==> src/rtl/uart_pkg.sv <==
// Shared UART definitions: FSM state encoding and oversampling constants,
// common to the receiver and the future transmitter.
package uart_pkg;

    typedef enum logic [2:0] {
        ST_IDLE  = 3'd0,
        ST_START = 3'd1,
        ST_DATA  = 3'd2,
        ST_STOP  = 3'd3,
        ST_BREAK = 3'd4
    } uart_state_e;

    localparam int OVERSAMPLE = 16;
    localparam int SCNT_W     = $clog2(OVERSAMPLE);
    localparam int START_MID  = 7;
    localparam int BIT_END    = 15;

endpackage

==> src/rtl/uart_rx_sync.sv <==
// Input conditioning for the UART receiver: a SYNC_STAGES flop synchronizer
// on the raw line, followed by a 3-sample majority filter that advances only
// on the oversample tick.
module uart_rx_sync #(
    parameter int SYNC_STAGES = 2
) (
    input  logic clk,
    input  logic rst,
    input  logic tick,
    input  logic rxd,
    output logic rxd_s,
    output logic maj
);

    logic [SYNC_STAGES-1:0] sync_q;
    logic [2:0]             samp_q;

    // Move the asynchronous line into the clk domain; idle level is 1
    always_ff @(posedge clk or negedge rst) begin
        if (!rst) begin
            sync_q <= '1;
        end else begin
            sync_q <= {sync_q[SYNC_STAGES-2:0], rxd};
        end
    end

    assign rxd_s = sync_q[SYNC_STAGES-1];

    // Take one filter sample of the synchronized line per oversample tick
    always_ff @(posedge clk or negedge rst) begin
        if (!rst) begin
            samp_q <= 3'b111;
        end else if (tick) begin
            samp_q <= {samp_q[1:0], rxd_s};
        end
    end

    // 2-of-3 vote suppresses single-sample line glitches
    assign maj = (samp_q[0] & samp_q[1]) | (samp_q[0] & samp_q[2]) | (samp_q[1] & samp_q[2]);

endmodule

==> src/rtl/uart_rx.sv <==
// UART receiver for 8N1-style frames on a 16x oversample tick. Recovers
// LSB-first data, presents it on a valid/ready holding register, pulses
// frame_err on a bad stop bit and flags dropped bytes as a sticky overrun.
module uart_rx
    import uart_pkg::*;
#(
    parameter int DATA_BITS   = 8,
    parameter int SYNC_STAGES = 2
) (
    input  logic                 clk,
    input  logic                 rst,
    input  logic                 tick,
    input  logic                 rxd,
    input  logic                 rx_ready,
    input  logic                 ovr_clr,
    output logic [DATA_BITS-1:0] rx_data,
    output logic                 rx_valid,
    output logic                 frame_err,
    output logic                 overrun,
    output logic                 busy
);

    logic rxd_s;
    logic maj;

    uart_state_e            state_q, state_d;
    logic [SCNT_W-1:0]      scnt_q, scnt_d;
    logic [2:0]             bcnt_q, bcnt_d;
    logic [DATA_BITS-1:0]   shreg_q, shreg_d;
    logic [DATA_BITS-1:0]   data_q, data_d;
    logic                   valid_q, valid_d;
    logic                   ferr_q, ferr_d;
    logic                   ovr_q, ovr_d;
    logic                   deliver;

    uart_rx_sync #(
        .SYNC_STAGES(SYNC_STAGES)
    ) u_sync (
        .clk  (clk),
        .rst  (rst),
        .tick (tick),
        .rxd  (rxd),
        .rxd_s(rxd_s),
        .maj  (maj)
    );

    // Frame sequencing: start detect, mid-bit sampling, stop-bit check
    always_comb begin
        state_d = state_q;
        scnt_d  = scnt_q;
        bcnt_d  = bcnt_q;
        shreg_d = shreg_q;
        deliver = 1'b0;
        ferr_d  = 1'b0;
        unique case (state_q)
            ST_IDLE: begin
                // Start edge is looked for every clk so detection jitter is one clk, not one tick
                if (!rxd_s) begin
                    state_d = ST_START;
                    scnt_d  = '0;
                end
            end
            ST_START: begin
                if (tick) begin
                    if (scnt_q == SCNT_W'(START_MID)) begin
                        if (rxd_s) begin
                            state_d = ST_IDLE;
                        end else begin
                            scnt_d  = '0;
                            bcnt_d  = '0;
                            state_d = ST_DATA;
                        end
                    end else begin
                        scnt_d = scnt_q + 1'b1;
                    end
                end
            end
            ST_DATA: begin
                if (tick) begin
                    scnt_d = scnt_q + 1'b1;
                    if (scnt_q == SCNT_W'(BIT_END)) begin
                        shreg_d = {maj, shreg_q[DATA_BITS-1:1]};
                        bcnt_d  = bcnt_q + 1'b1;
                        if (bcnt_q == 3'(DATA_BITS - 1)) begin
                            state_d = ST_STOP;
                        end
                    end
                end
            end
            ST_STOP: begin
                if (tick) begin
                    scnt_d = scnt_q + 1'b1;
                    if (scnt_q == SCNT_W'(BIT_END)) begin
                        // Leave at stop-bit mid so the next start edge is caught with margin
                        if (maj) begin
                            deliver = 1'b1;
                            state_d = ST_IDLE;
                        end else begin
                            ferr_d  = 1'b1;
                            state_d = ST_BREAK;
                        end
                    end
                end
            end
            ST_BREAK: begin
                // A held-low line must return high before another start is accepted
                if (rxd_s) begin
                    state_d = ST_IDLE;
                end
            end
            default: begin
                state_d = ST_IDLE;
            end
        endcase
    end

    // Holding register: delivery, consumption and sticky overrun
    always_comb begin
        data_d  = data_q;
        valid_d = valid_q;
        ovr_d   = ovr_q;
        if (ovr_clr) begin
            ovr_d = 1'b0;
        end
        if (deliver) begin
            if (!valid_q || rx_ready) begin
                data_d  = shreg_q;
                valid_d = 1'b1;
            end else begin
                ovr_d = 1'b1;
            end
        end else if (valid_q && rx_ready) begin
            valid_d = 1'b0;
        end
    end

    // State, counters, shift register and holding register
    always_ff @(posedge clk or negedge rst) begin
        if (!rst) begin
            state_q <= ST_IDLE;
            scnt_q  <= '0;
            bcnt_q  <= '0;
            shreg_q <= '0;
            data_q  <= '0;
            valid_q <= 1'b0;
            ferr_q  <= 1'b0;
            ovr_q   <= 1'b0;
        end else begin
            state_q <= state_d;
            scnt_q  <= scnt_d;
            bcnt_q  <= bcnt_d;
            shreg_q <= shreg_d;
            data_q  <= data_d;
            valid_q <= valid_d;
            ferr_q  <= ferr_d;
            ovr_q   <= ovr_d;
        end
    end

    assign rx_data   = data_q;
    assign rx_valid  = valid_q;
    assign frame_err = ferr_q;
    assign overrun   = ovr_q;
    assign busy      = (state_q != ST_IDLE);

endmodule

==> config.mk <==
export PLATFORM = sky130hd
export DESIGN_NAME = uart_rx
export DESIGN_NICKNAME = d
export VERILOG_FILES = /design/src/rtl/uart_pkg.sv /design/src/rtl/uart_rx_sync.sv /design/src/rtl/uart_rx.sv
export SDC_FILE = /design/constraint.sdc
export NUM_CORES = 1
export LEC_CHECK = 0
export ABC_CLOCK_PERIOD_IN_PS = 3400
export BUFFER_PORTS_ARGS = -buffer_cell sky130_fd_sc_hd__buf_4
export CAP_MARGIN = 20
export CORE_MARGIN = 8
export CORE_UTILIZATION = 30
export CTS_CLUSTER_SIZE = 20
export DETAILED_ROUTE_END_ITERATION = 7
export HOLD_SLACK_MARGIN = 0.03
export SYNTH_ARGS = -nofsm -noshare
export SYNTH_HDL_FRONTEND = slang
export SYNTH_SLANG_ARGS = --single-unit
==> constraint.sdc <==
create_clock -name clk -period 3.4 [get_ports clk]
set_input_delay 0.17 -clock clk [delete_from_list [all_inputs] [get_ports clk]]
set_output_delay 0.17 -clock clk [all_outputs]
set_load 0.05 [all_outputs]
; Word-level counts from Yosys, hierarchy flattened
; Cells that the tools add are included.
[op_classes]
add_sub_neg = 2
mul = 0
eq_ne = 19
magnitude_cmp = 0
n_reduce_logical = 15
n_shift = 0
div = 0
n_mux = 37
bitwise = 5
[op_table]
columns = operator, n
row1 = 2-to-1 mux 3 bit, 15
row2 = != test 2 bit (second input constant), 9
row3 = 2-to-1 mux 4 bit, 4
row4 = one-hot mux 3 bit (5 select lines), 1
row5 = 2-to-1 mux 1 bit, 14
row6 = one-hot mux 4 bit (3 select lines), 1
row7 = AND reduction 9 bit, 1
row8 = == test 3 x 2 -> 1 bit (second input constant), 2
row9 = == test 3 bit (second input constant), 2
row10 = != test 2 x 1 -> 1 bit (second input constant), 3
row11 = one-hot mux 3 bit (2 select lines), 1
row12 = AND reduction 3 bit, 2
row13 = AND reduction 6 bit, 1
row14 = nonzero test 3 bit, 2
row15 = adder 4 x 1 -> 4 bit (second input constant), 1
row16 = == test 4 x 3 -> 1 bit (second input constant), 1
row17 = == test 4 bit (second input constant), 1
row18 = AND reduction 2 bit, 2
row19 = nonzero test 2 bit, 2
row20 = adder 3 x 1 -> 3 bit (second input constant), 1
row21 = AND 1 bit, 3
row22 = == test 3 x 1 -> 1 bit (second input constant), 1
row23 = zero test 3 bit, 1
row24 = 2-to-1 mux 2 bit, 1
row25 = 5 further kinds, 6
[totals]
mem_bits_rw = 0
register_bits = 34
mem_bits_ro = 0
out_inout_bits = 12
latchBits = 0
input_bits = 6
n_memories = 0

; Depth between registers and ports, before layout
[logic_depth]
word_depth = 9
depth_mapped = 5
depth_no_buf = 5

; Cells and area by module
; Synthesis repeated with hierarchy kept, for this count alone.
[hier_totals]
hier_cells = 124
hier_area_um2 = 1577.8
[by_module_without_submodules]
columns = mod, n_inst, area_per_inst_um2, seq_area_each_um2, cells_each
row1 = uart_rx, 1, 1401.3, 725.7, 115
row2 = uart_rx_sync, 1, 176.4, 131.4, 9

; Least setup slack after synthesis
; Ideal clock, no wire load.
[synth_timing]
path_type = flip-flop to flip-flop
start = register scnt_q[0]
end = register shreg_q[0]
period_less_slack_ps = 1559
path_buffers = 0
t_arrival_ps = 1434
required_ps = 3275
slack_ps = 1841
stages_incl_launch_ff = 6
path_cell_list = dfrtp_1 -> ha_1 -> and3_2 -> nand2_1 -> nor2_4 -> mux2_2
[synth_between]
elab_chain_len = 2
[synth_rtl]
columns = item, line
row1 = "start, declared", uart_rx.sv:27  ; logic [SCNT_W-1:0] scnt_q, scnt_d;
row2 = "start signal, assigned", uart_rx.sv:150  ; scnt_q <= scnt_d;
row3 = == test 4 bit, uart_rx.sv:81  ; if (scnt_q == SCNT_W'(BIT_END)) begin
row4 = AND reduction 3 bit (no line), --
row5 = "end signal, assigned", uart_rx.sv:152  ; shreg_q <= shreg_d;
row6 = "end, declared", uart_rx.sv:29  ; logic [DATA_BITS-1:0] shreg_q, shreg_d;
; Every way passes these cells.
; A chain may end at the register's enable or synchronous reset.

; Final worst setup path
[layout_timing]
start = register scnt_q[0]
end = register shreg_q[3]
; The elaborated chain is that of the path after synthesis.

==> results.cfg <==
[synth]
ys_types = 37
ys_seq_area_share_pct = 55.2
syn_nets = 131
ys_seq_elements = 34
ys.flop_type = dfrtp_1
syn_area_um2 = 1550
yosysWarnings = 0
syn-instance-count = 122
synth_edf_count = 0
postSynth.asyncResetShare_pct = 100
synth.avg_cell_area_um2 = 12.7

[clock_network]
cts_resized = 0
numCtsBuffers = 5
htreeDepth = 2
clock_path_buffers = 2
cts_tree = yes
insertion_delay_ps = 290
clockRootBuffer = clkbuf_8
clock-sinks = 34
cts_setup_buffers = 0
clkTransAtPathRegs_ps = 70

[setup_path]
path_cells = ha_1, and3_2, nand2_1, nor2_4, mux2_2
arrival_ps = 1890
cp_top_family = simple AND/OR/NAND/NOR gates
max_stage_delay_ps = 360
crit_buf_inv = 0
path_class = flop to flop
crit_path_end_kind = flop
required_ps = 3570
slowest_stage = dfrtp_1
critPathMaxFanout = 8
start_kind = flop

[worst_hold_path]
min_path_type = input pin to flop

[drt]
remaining_drc_errors = 0
via_per_inst = 4.79
routed_wl_um = 2960
route.vias.total = 1026
firstDrtPassIters = 4
avgRoutedWirePerCell_um = 13.8
drt_iter0_markers = 103
ant_nets = 0

[final_layout]
nets = 152
design_area_um2 = 1850
antenna_cells = 0
area_delta_synth_final_pct = 19.1
drive_gt1_share_pct = 39.6

[floorplan]
ios = 18
die-area_um2 = 7740
die_w_um = 88.0
start_util_pct = 30.8
die_y_um = 88.0
core-area_um2 = 5040
num_rows = 26

[power]
max-vdd-ir-drop_mv = 0.225
p_per_area_nw_per_um2 = 611
finalPower_mw = 1.13
p_leak_nw = 0.864

[sta]
skew_ps = 11.3
finalCritPeriodShare_pct = 50.6
setup_viol = 0
slew_headroom_pct = 68.5
fmax_ghz = 0.581
setup_tns_ps = 0
final_max_slew_viol_count = 0
rsz0062_at_grt = no
tightest_slew_ps = 468
hold_viol = 0
period_needed_ps = 1720

[placement]
placed_area_um2 = 1740
place_congestion = 0.831
dp_hpwl_um = 2210
io_buffer_count = 17

[outcome]
status = finished, final reports clean

[global_route]
grt_usage_pct = 8.48
grt_antenna_before_repair = 0
grt-ovfl-total = 0
grt_pass1_wl_um = 4900
grt_max_degree = 35
grt_pass1_vias = 1067

[flow_run]
cap_violations = 0
## cells by family (layout without fill, tap and decap cells)
| logic type | after synthesis | after routing | share of synthesized area [%] |
|---|---|---|---|
| buf+inv | 11 | 33 | 3.38 |
| xor+xnor | 2 | 2 | 1.13 |
| fa+ha+maj | 4 | 4 | 3.14 |
| simple gates | 30 | 30 | 13.1 |
| compound gates | 20 | 20 | 8.78 |
| flops | 34 | 34 | 55.2 |
| mux | 21 | 21 | 15.3 |
## timing repair
action | 4_1_cts | 5_1_grt
hold endpoints to repair | 30 | 0
setup endpoints to repair | 0 | 0
hold buffers | 2 | 0
## path summary, 6_finish.rpt
check,startpoint,to,slack (ps),cells past startpoint
worst max-delay path,scnt_q[0],shreg_q[3],1680,5
worst min-delay path,ovr_clr,overrun,60,2
worst max register to register,scnt_q[0],shreg_q[3],1680,5
worst min register to register,u_sync.sync_q[0],u_sync.sync_q[1],360,0
max in group asynchronous,rst,u_sync.samp_q[2],2690,2
min in group asynchronous,rst,scnt_q[3],350,2
## registers in the layout (all words and copies together), names as in the netlist
name and count:
bcnt_q 3, rx_data 8, overrun 1, u_sync.samp_q 3, frame_err 1, scnt_q 4, u_sync.sync_q 2, state_q 3
shreg_q 8, rx_valid 1
## layer usage
metal | wire, um | vias up | track usage, % | share of wire, %
li1 | - | 483 | - | -
met1 | 1160 | 509 | 8.79 | 39
met2 | 1580 | 24 | 14.0 | 53
met3 | 110 | 10 | 2.06 | 3.7
met4 | 112 | 0 | 7.50 | 3.8
met5 | 0 | - | 0 | 0
## cell type report
cell class                 count  area (um2)
inverter                       6        22.5
multi-input combinational     77         644
clock buffer                   7        86.3
clock inverter                 1        5.00
timing repair buffer          19         148
tap                           70        87.6
sequential                    34         857
fill                         490        3190
## power by group
part	internal (mW)	switching [mW]	total (mW)
Combinational	0.119	0.168	0.287
Clock	0.163	0.143	0.306
Sequential	0.459	0.0780	0.537
Total	0.741	0.388	1.13
## through the flow
stage | setup slack (ps) | cells | util, % | hold slack (ps)
3_5_place_dp | 1690 | 204 | 34.5 | 142
2_1_floorplan | 1840 | 122 | - | -126
6_report | 1680 | 214 | 36.7 | 59.0
4_1_cts | 1680 | 214 | 36.7 | 48.8
3_3_place_gp | 1750 | 204 | 34.5 | 133
5_1_grt | 1590 | 214 | 36.7 | 45.3
## cell usage after synthesis (2+ instances only)
master / instances / area [um2]
mux2i_1: 2 / 20.0
nor4_1: 4 / 25.0
mux2_2: 18 / 203
a311oi_1: 3 / 26.3
a21oi_1: 3 / 15.0
ha_1: 3 / 37.5
or3_1: 3 / 18.8
buf_4: 2 / 15.0
xor2_1: 2 / 17.5
dfrtp_1: 29 / 726
o21ai_0: 4 / 20.0
nor2_1: 5 / 18.8
o22ai_1: 3 / 18.8
buf_2: 3 / 15.0
nand2_1: 7 / 26.3
dfstp_2: 5 / 131
inv_1: 6 / 22.5
## cell usage in the layout, fill, tap and decap left out, types with 2 or more instances in the layout
cell type / count
o22ai_1: 3
clkbuf_8: 6
a21oi_1: 3
ha_1: 3
buf_4: 17
nor4_1: 4
a311oi_1: 3
dlygate4sd3_1: 2
nand2_1: 7
dfrtp_1: 29
or3_1: 3
mux2_2: 18
inv_1: 6
o21ai_0: 4
nor2_1: 5
mux2i_1: 2
dfstp_2: 5
xor2_1: 2
(Power assumes the default switching activity.)
